[src/rtl/stlc_pkg.sv]
// Shared types and constants for the small traffic-light controller and its input conditioning.
package stlc_pkg;

   localparam int unsigned STLC_DEBOUNCE_DEF = 4;

   typedef enum logic [1:0] {
      S_IDLE  = 2'b00,
      S_REQ   = 2'b01,
      S_SERVE = 2'b10
   } sense_state_t;

endpackage : stlc_pkg

[src/rtl/stlc_debounce.sv]
// Two-flop synchronizer followed by a consecutive-cycle debounce filter.
module stlc_debounce
   import stlc_pkg::*;
#(
   parameter int unsigned DEBOUNCE_CYCLES = STLC_DEBOUNCE_DEF
) (
   input  logic clk,
   input  logic rst_n,
   input  logic din,
   output logic dout
);

   localparam int unsigned CW = $clog2(DEBOUNCE_CYCLES);
   localparam logic [CW-1:0] CNT_MAX = CW'(DEBOUNCE_CYCLES - 1);

   logic          sync1;
   logic          sync2;
   logic [CW-1:0] cnt;

   // The filtered level flips only after the new level persists for DEBOUNCE_CYCLES cycles.
   always_ff @(posedge clk or negedge rst_n) begin
      if (!rst_n) begin
         sync1 <= 1'b0;
         sync2 <= 1'b0;
         cnt   <= '0;
         dout  <= 1'b0;
      end else begin
         sync1 <= din;
         sync2 <= sync1;
         if (sync2 == dout) begin
            cnt <= '0;
         end else if (cnt == CNT_MAX) begin
            dout <= sync2;
            cnt  <= '0;
         end else begin
            cnt <= cnt + CW'(1);
         end
      end
   end

endmodule : stlc_debounce

[src/rtl/stlc_sensor_cond.sv]
// Loop-detector conditioning: debounce, arrival detection, request/acknowledge FSM and arrival count.
module stlc_sensor_cond
   import stlc_pkg::*;
#(
   parameter int unsigned DEBOUNCE_CYCLES = STLC_DEBOUNCE_DEF,
   parameter int unsigned CNT_W           = 8
) (
   input  logic             clk,
   input  logic             rst_n,
   input  logic             loop_raw,
   input  logic             g_light,
   input  logic             count_clr,
   output logic             sensor,
   output logic             veh_present,
   output logic [CNT_W-1:0] veh_count
);

   logic         filt;
   logic         filt_d;
   logic         arr_c;
   logic         pend;
   logic         pend_nxt;
   logic         sensor_nxt;
   sense_state_t state;
   sense_state_t state_nxt;

   stlc_debounce #(
      .DEBOUNCE_CYCLES (DEBOUNCE_CYCLES)
   ) u_debounce (
      .clk   (clk),
      .rst_n (rst_n),
      .din   (loop_raw),
      .dout  (filt)
   );

   assign veh_present = filt;
   assign arr_c       = filt & ~filt_d;

   always_ff @(posedge clk or negedge rst_n) begin
      if (!rst_n) begin
         filt_d <= 1'b0;
      end else begin
         filt_d <= filt;
      end
   end

   // Saturating arrival counter; clear wins over a coincident arrival.
   always_ff @(posedge clk or negedge rst_n) begin
      if (!rst_n) begin
         veh_count <= '0;
      end else if (count_clr) begin
         veh_count <= '0;
      end else if (arr_c && (veh_count != '1)) begin
         veh_count <= veh_count + CNT_W'(1);
      end
   end

   always_ff @(posedge clk or negedge rst_n) begin
      if (!rst_n) begin
         state  <= S_IDLE;
         pend   <= 1'b0;
         sensor <= 1'b0;
      end else begin
         state  <= state_nxt;
         pend   <= pend_nxt;
         sensor <= sensor_nxt;
      end
   end

   // Arrivals during green are remembered so the request is re-raised once green ends.
   always_comb begin
      state_nxt = state;
      pend_nxt  = pend;
      case (state)
         S_IDLE: begin
            if (arr_c) begin
               state_nxt = S_REQ;
            end
         end
         S_REQ: begin
            if (g_light) begin
               state_nxt = S_SERVE;
            end
         end
         S_SERVE: begin
            if (arr_c) begin
               pend_nxt = 1'b1;
            end
            if (!g_light) begin
               state_nxt = (pend || filt || arr_c) ? S_REQ : S_IDLE;
               pend_nxt  = 1'b0;
            end
         end
         default: begin
            state_nxt = S_IDLE;
            pend_nxt  = 1'b0;
         end
      endcase
   end

   // sensor is registered alongside state so it always equals (state == S_REQ).
   always_comb begin
      sensor_nxt = 1'b0;
      if (state_nxt == S_REQ) begin
         sensor_nxt = 1'b1;
      end
   end

endmodule : stlc_sensor_cond

[config.mk]
export PLATFORM = sky130hd
export DESIGN_NAME = stlc_sensor_cond
export DESIGN_NICKNAME = d
export VERILOG_FILES = /design/src/rtl/stlc_pkg.sv /design/src/rtl/stlc_debounce.sv /design/src/rtl/stlc_sensor_cond.sv
export SDC_FILE = /design/constraint.sdc
export NUM_CORES = 1
export LEC_CHECK = 0
export CAP_MARGIN = 5
export CORE_MARGIN = 5
export CORE_UTILIZATION = 45
export DETAILED_ROUTE_END_ITERATION = 7
export HOLD_SLACK_MARGIN = 0.1
export PLACE_DENSITY_LB_ADDON = 0.12
export REMOVE_ABC_BUFFERS = 1
export SYNTH_ARGS = -nofsm -noshare
export SYNTH_HDL_FRONTEND = slang
export SYNTH_SLANG_ARGS = --single-unit
[constraint.sdc]
create_clock -name clk -period 1.7 [get_ports clk]
set_clock_uncertainty 0.05 [all_clocks]
set_input_delay 0.34 -clock clk [delete_from_list [all_inputs] [get_ports clk]]
set_output_delay 0.34 -clock clk [all_outputs]
set_load 0.01 [all_outputs]
-- After elaboration in Yosys (flattened, before gate mapping)
Cells that the tools add are included.
- output and inout port bits: 10
- register bits: 18
- word-level logic and storage cells: 43
- equal/unequal tests: 7
- reduce and logical (&&, ||, !) cells: 8
- add/subtract/negate cells: 2
- mux-type cells: 13
- bitwise logic cells: 4
- operators with widths (kind ; count):
    8-bit two-way mux ; 2
    2-bit two-way mux ; 5
    8-bit by 1-bit adder with 8-bit output (second input constant) ; 1
    8-bit != test (second input constant) ; 1
    2-bit case mux with 3 select lines ; 1
    2-bit by 1-bit equality test with 1-bit output (second input constant) ; 2
    2-bit equality test (second input constant) ; 2
    1-bit two-way mux ; 4
    2-bit AND reduction ; 2
    3-bit != test (second input constant) ; 1
    1-bit inverter ; 3
    2-bit by 1-bit adder with 2-bit output (second input constant) ; 1
    2-bit zero test ; 1
    1-bit logical OR ; 2
    1-bit case mux with 2 select lines ; 1
    2-bit nonzero test ; 1
    2-bit OR reduction ; 1
    1-bit bitwise AND ; 1
    1-bit equality test ; 1
    1-bit logical AND ; 1

-- Depth between registers and ports, before layout
- depth in word-level cells: 8
- gate-level depth with buffers: 4
- mapped depth without buffers: 4

-- By module
From an unflattened synthesis, not the netlist that was laid out.
- cells, all modules: 75
- area, all modules: 873.3 um^2
- by module, submodules not included (module ; area an instance (um^2) ; sequential area each (um^2) ; instances ; cells an instance):
    stlc_sensor_cond ; 699.4 ; 325.3 ; 1 ; 65
    stlc_debounce ; 173.9 ; 125.1 ; 1 ; 10

-- Worst setup path after synthesis
OpenSTA, ideal clock, no wires.
- kind: register to register
- start point: register veh_count[0]
- end point: register veh_count[3]
- data required time: 1.525 ns
- library setup time: 0.125 ns
- setup slack: 0.076 ns
- path buffers: 0
- arrival time: 1.449 ns
- stages on the path, launching flop included: 5
- cells stage by stage: dfrtp_1 ha_1 and3_2 a211oi_2 mux2_4
- cells in the longest elaborated chain, start to end: 3
- elaborated cells on any way between the ends: 6
- ends and longest elaborated chain (element ; line ; text):
    start, declared ; stlc_sensor_cond.sv:15 ; output logic [CNT_W-1:0] veh_count
    start signal, assigned ; stlc_sensor_cond.sv:54 ; veh_count <= veh_count + CNT_W'(1);
    8-bit by 1-bit adder with 8-bit output / 8-bit != test (equally long branches) ; stlc_sensor_cond.sv:54, stlc_sensor_cond.sv:53 ;
    8-bit two-way mux / 1-bit logical AND (equally long branches) ; stlc_sensor_cond.sv:53 ; end else if (arr_c && (veh_count != '1)) begin
    8-bit two-way mux / 2-bit nonzero test (equally long branches) ; -- ;
Parallel ways exist; a longest one is shown, timed or not. The select of a mux whose other input is x is not followed.
A chain may end at the register's enable or synchronous reset.

-- Worst setup path after layout
- start point: register veh_count[7]
- end point: output port veh_count[7]
No word-level cell between the ends.

==> qor.yml <==
outcome:
  status: "finished clean"
placement:
  dpl.hpwl_um: 1190
  portBuffers: 14
  gp_congestion: 0.924
worst_setup_path:
  path_max_fanout: 5
  worstPathArrival_ns: 1.26
  crit_buf_inv: 1
  worst_setup_path_end_kind: "primary output"
  crit_path_top_delay_cell: "clkdlybuf4s50_1"
  worst_path_largest_cell_delay_ns: 0.55
  cp_data_required_time_ns: 1.31
  crit_type: "flop to primary output"
  critPathLaunchType: "flop"
  crit_chain: "clkdlybuf4s50_1"
  crit_family: "buffers and inverters"
sta:
  finalSetupTns_ns: 0
  hold_viol: 0
  rsz0062_at_grt: "no"
  final-setup-viol-count: 0
  min_period_ns: 1.65
  slew_headroom: 0.752
  max_freq_mhz: 608
  worst_pin_slew_ns: 0.371
  whs_ns: 0.308
  finalCritPeriodShare: 0.968
  slew_violations: 0
power_and_ir_drop:
  p_sw_uw: 400
  pwr-share-comb: 0.344
  internal_power_uw: 910
  seq_power_share: 0.456
  p_sw_frac: 0.305
  cellPowerDensity_mw_per_mm2: 1150
  p_leak_nw: 0.489
  clkPwrFrac: 0.200
  peakVddDrop_mv: 0.846
logic_synthesis:
  syn_area_um2: 860
  syn_inst: 76
  syn-mean-instance-area_um2: 11.3
  ys_seq_elements: 18
  synth_cell_types: 31
  yosysSeqAreaShare: 0.524
  synth-warning-count: 0
grt:
  overflow: 0
  grtUsageMet2: 0.202
  antenna_found_initial: 0
  grt_pass1_vias: 667
  grt_max_degree: 19
  grt_use_met1: 0.182
  grtUsageTotal: 0.138
  top_usage_layer: "met2"
  grt_pass1_wl_um: 2860
  grt_use_met3: 0.0416
cells_and_area:
  drive_gt1_frac: 0.272
  n_fill_cell: 150
  syn_to_final_growth_pct: 32.9
  nNetsFinal: 111
  n_antenna_cell: 0
cts:
  cts_hold_buffers: 0
  cts_buffer_depth: 2
  cts_tree: "built"
  cts_max_level: 1
  clkLatencyLatePin_ns: 0.29
  clockRootBuffer: "clkbuf_4"
  clock_sinks: 18
  clkSlewWorstSetupHoldPaths_ns: 0.11
  cts_inserted_buffers: 3
die:
  core_mm2: 0.00176
  io_pins: 15
  dieWidth_um: 53.7
  row_count: 15
  dieArea_mm2: 0.00288
  die_height_um: 53.7
  initial_core_util: 0.487
drt:
  wl_per_cell_um: 13.9
  via_per_inst: 5.49
  drcViolationCount: 0
  first_iter_violations: 46
  ant_nets: 0
  vias: 703
  drt_pass1_iterations: 4
  wl_um: 1780
flow_run:
  drv_cap: 0
min_path:
  min_path_type: "primary input to async pin"
==> state kept, by name (all words and copies together), names as in the netlist <==
name / cells
u_debounce.cnt: 2
state: 2
sensor: 1
u_debounce.sync2: 1
veh_count: 8
u_debounce.dout: 1
pend: 1
filt_d: 1
u_debounce.sync1: 1
==> repair_timing <==
item                       CTS  global route
pin swaps                    0             0
resized for setup            5             2
buffers inserted             2             4
setup endpoints to repair    7             5
cloned                       0             0
==> synth_stat cells <==
library cell  instances  area [um^2]
a211oi_1              2         15.0
a211oi_2              1         12.5
a21oi_1               7         35.0
a21oi_2               1         8.76
a41oi_1               2         17.5
and2_1                1         6.26
and2b_1               1         7.51
and3_1                1         6.26
and3_2                1         7.51
and4_4                1         11.3
clkbuf_1              1         3.75
dfrtp_1              18          450
ha_1                  2         25.0
inv_1                 1         3.75
mux2_2                2         22.5
mux2_4                2         30.0
mux2i_1               1         10.0
nand2_1               2         7.51
nand2b_1              5         31.3
nand3_1               3         15.0
nand3b_1              1         7.51
nor2_1                3         11.3
nor2b_1               5         31.3
nor3_1                4         20.0
nor3b_1               1         7.51
nor4_1                1         6.26
nor4b_1               1         8.76
o21a_1                1         7.51
o32ai_1               2         17.5
or2_2                 1         6.26
xor2_1                1         8.76
==> cells in the final DEF (no fill, tap or decap), drive strengths merged, types with 2 or more instances in the layout <==
cell	count
mux2	4
a21oi	8
nor2b	5
nor2	3
dlygate4sd2	2
buf	10
clkbuf	4
nor3	4
o32ai	2
ha	2
and3	2
nand2	2
a211oi	3
nand2b	5
dfrtp	18
clkdlybuf4s50	12
nand3	3
a41oi	2
==> layout make-up <==
cell class	instances	area, um^2	share of cell area
sequential	18	457	0.400
timing repair buffer	24	213	0.186
inverter	1	3.75	0.00329
tap	25	31.3	0.0274
multi-input combinational	56	402	0.352
clock buffer	4	36.3	0.0318
==> power groups by stage <==
stage / logic [mW] / registers, mW / clock network, mW
floorplan: 0.227 / 0.626 / 0
global placement: 0.418 / 0.605 / 0
detailed placement: 0.423 / 0.613 / 0
CTS: 0.416 / 0.606 / 0.272
global route: 0.499 / 0.614 / 0.295
finish: 0.451 / 0.598 / 0.262
==> metal layers <==
layer	share of wire	up-vias
met5	0	-
met4	0.0067	0
li1	-	336
met2	0.45	29
met1	0.48	336
met3	0.061	2
==> cells by family after synthesis <==
family / after synthesis / share of synthesized area
AO/OA/AOI/OAI: 16 / 0.132
XOR/XNOR: 1 / 0.0102
adder cells (fa/ha/maj): 2 / 0.0291
buffers and inverters: 2 / 0.00873
flip-flops: 18 / 0.524
multiplexers: 5 / 0.0728
AND/OR/NAND/NOR: 32 / 0.223
==> worst paths after layout <==
path	startpoint	endpoint	slack, ns	depth (start not counted)
worst min register to register	u_debounce.sync1	u_debounce.sync2	0.31	0
worst max register to register	veh_count[1]	veh_count[3]	0.10	4
worst max-delay path	veh_count[7]	veh_count[7]	0.05	1
worst min-delay path	rst_n	filt_d	0.31	2
min in group clk	u_debounce.sync1	u_debounce.sync2	0.31	0
max in group asynchronous	rst_n	veh_count[2]	1.07	2
==> stage by stage <==
step | area, um^2 | power, mW | std cells | setup WS, ns | utilization
floorplan | 856 | 0.853 | 75 | 0.0764 | -
global placement | 1060 | 1.02 | 118 | 0.155 | 0.599
detailed placement | 1060 | 1.04 | 118 | 0.117 | 0.599
CTS | 1110 | 1.29 | 124 | 0.00140 | 0.629
global route | 1140 | 1.41 | 128 | 0.00116 | 0.648
finish | 1140 | 1.31 | 128 | 0.0548 | 0.648
Note: power is estimated with default switching activity, not from simulation.
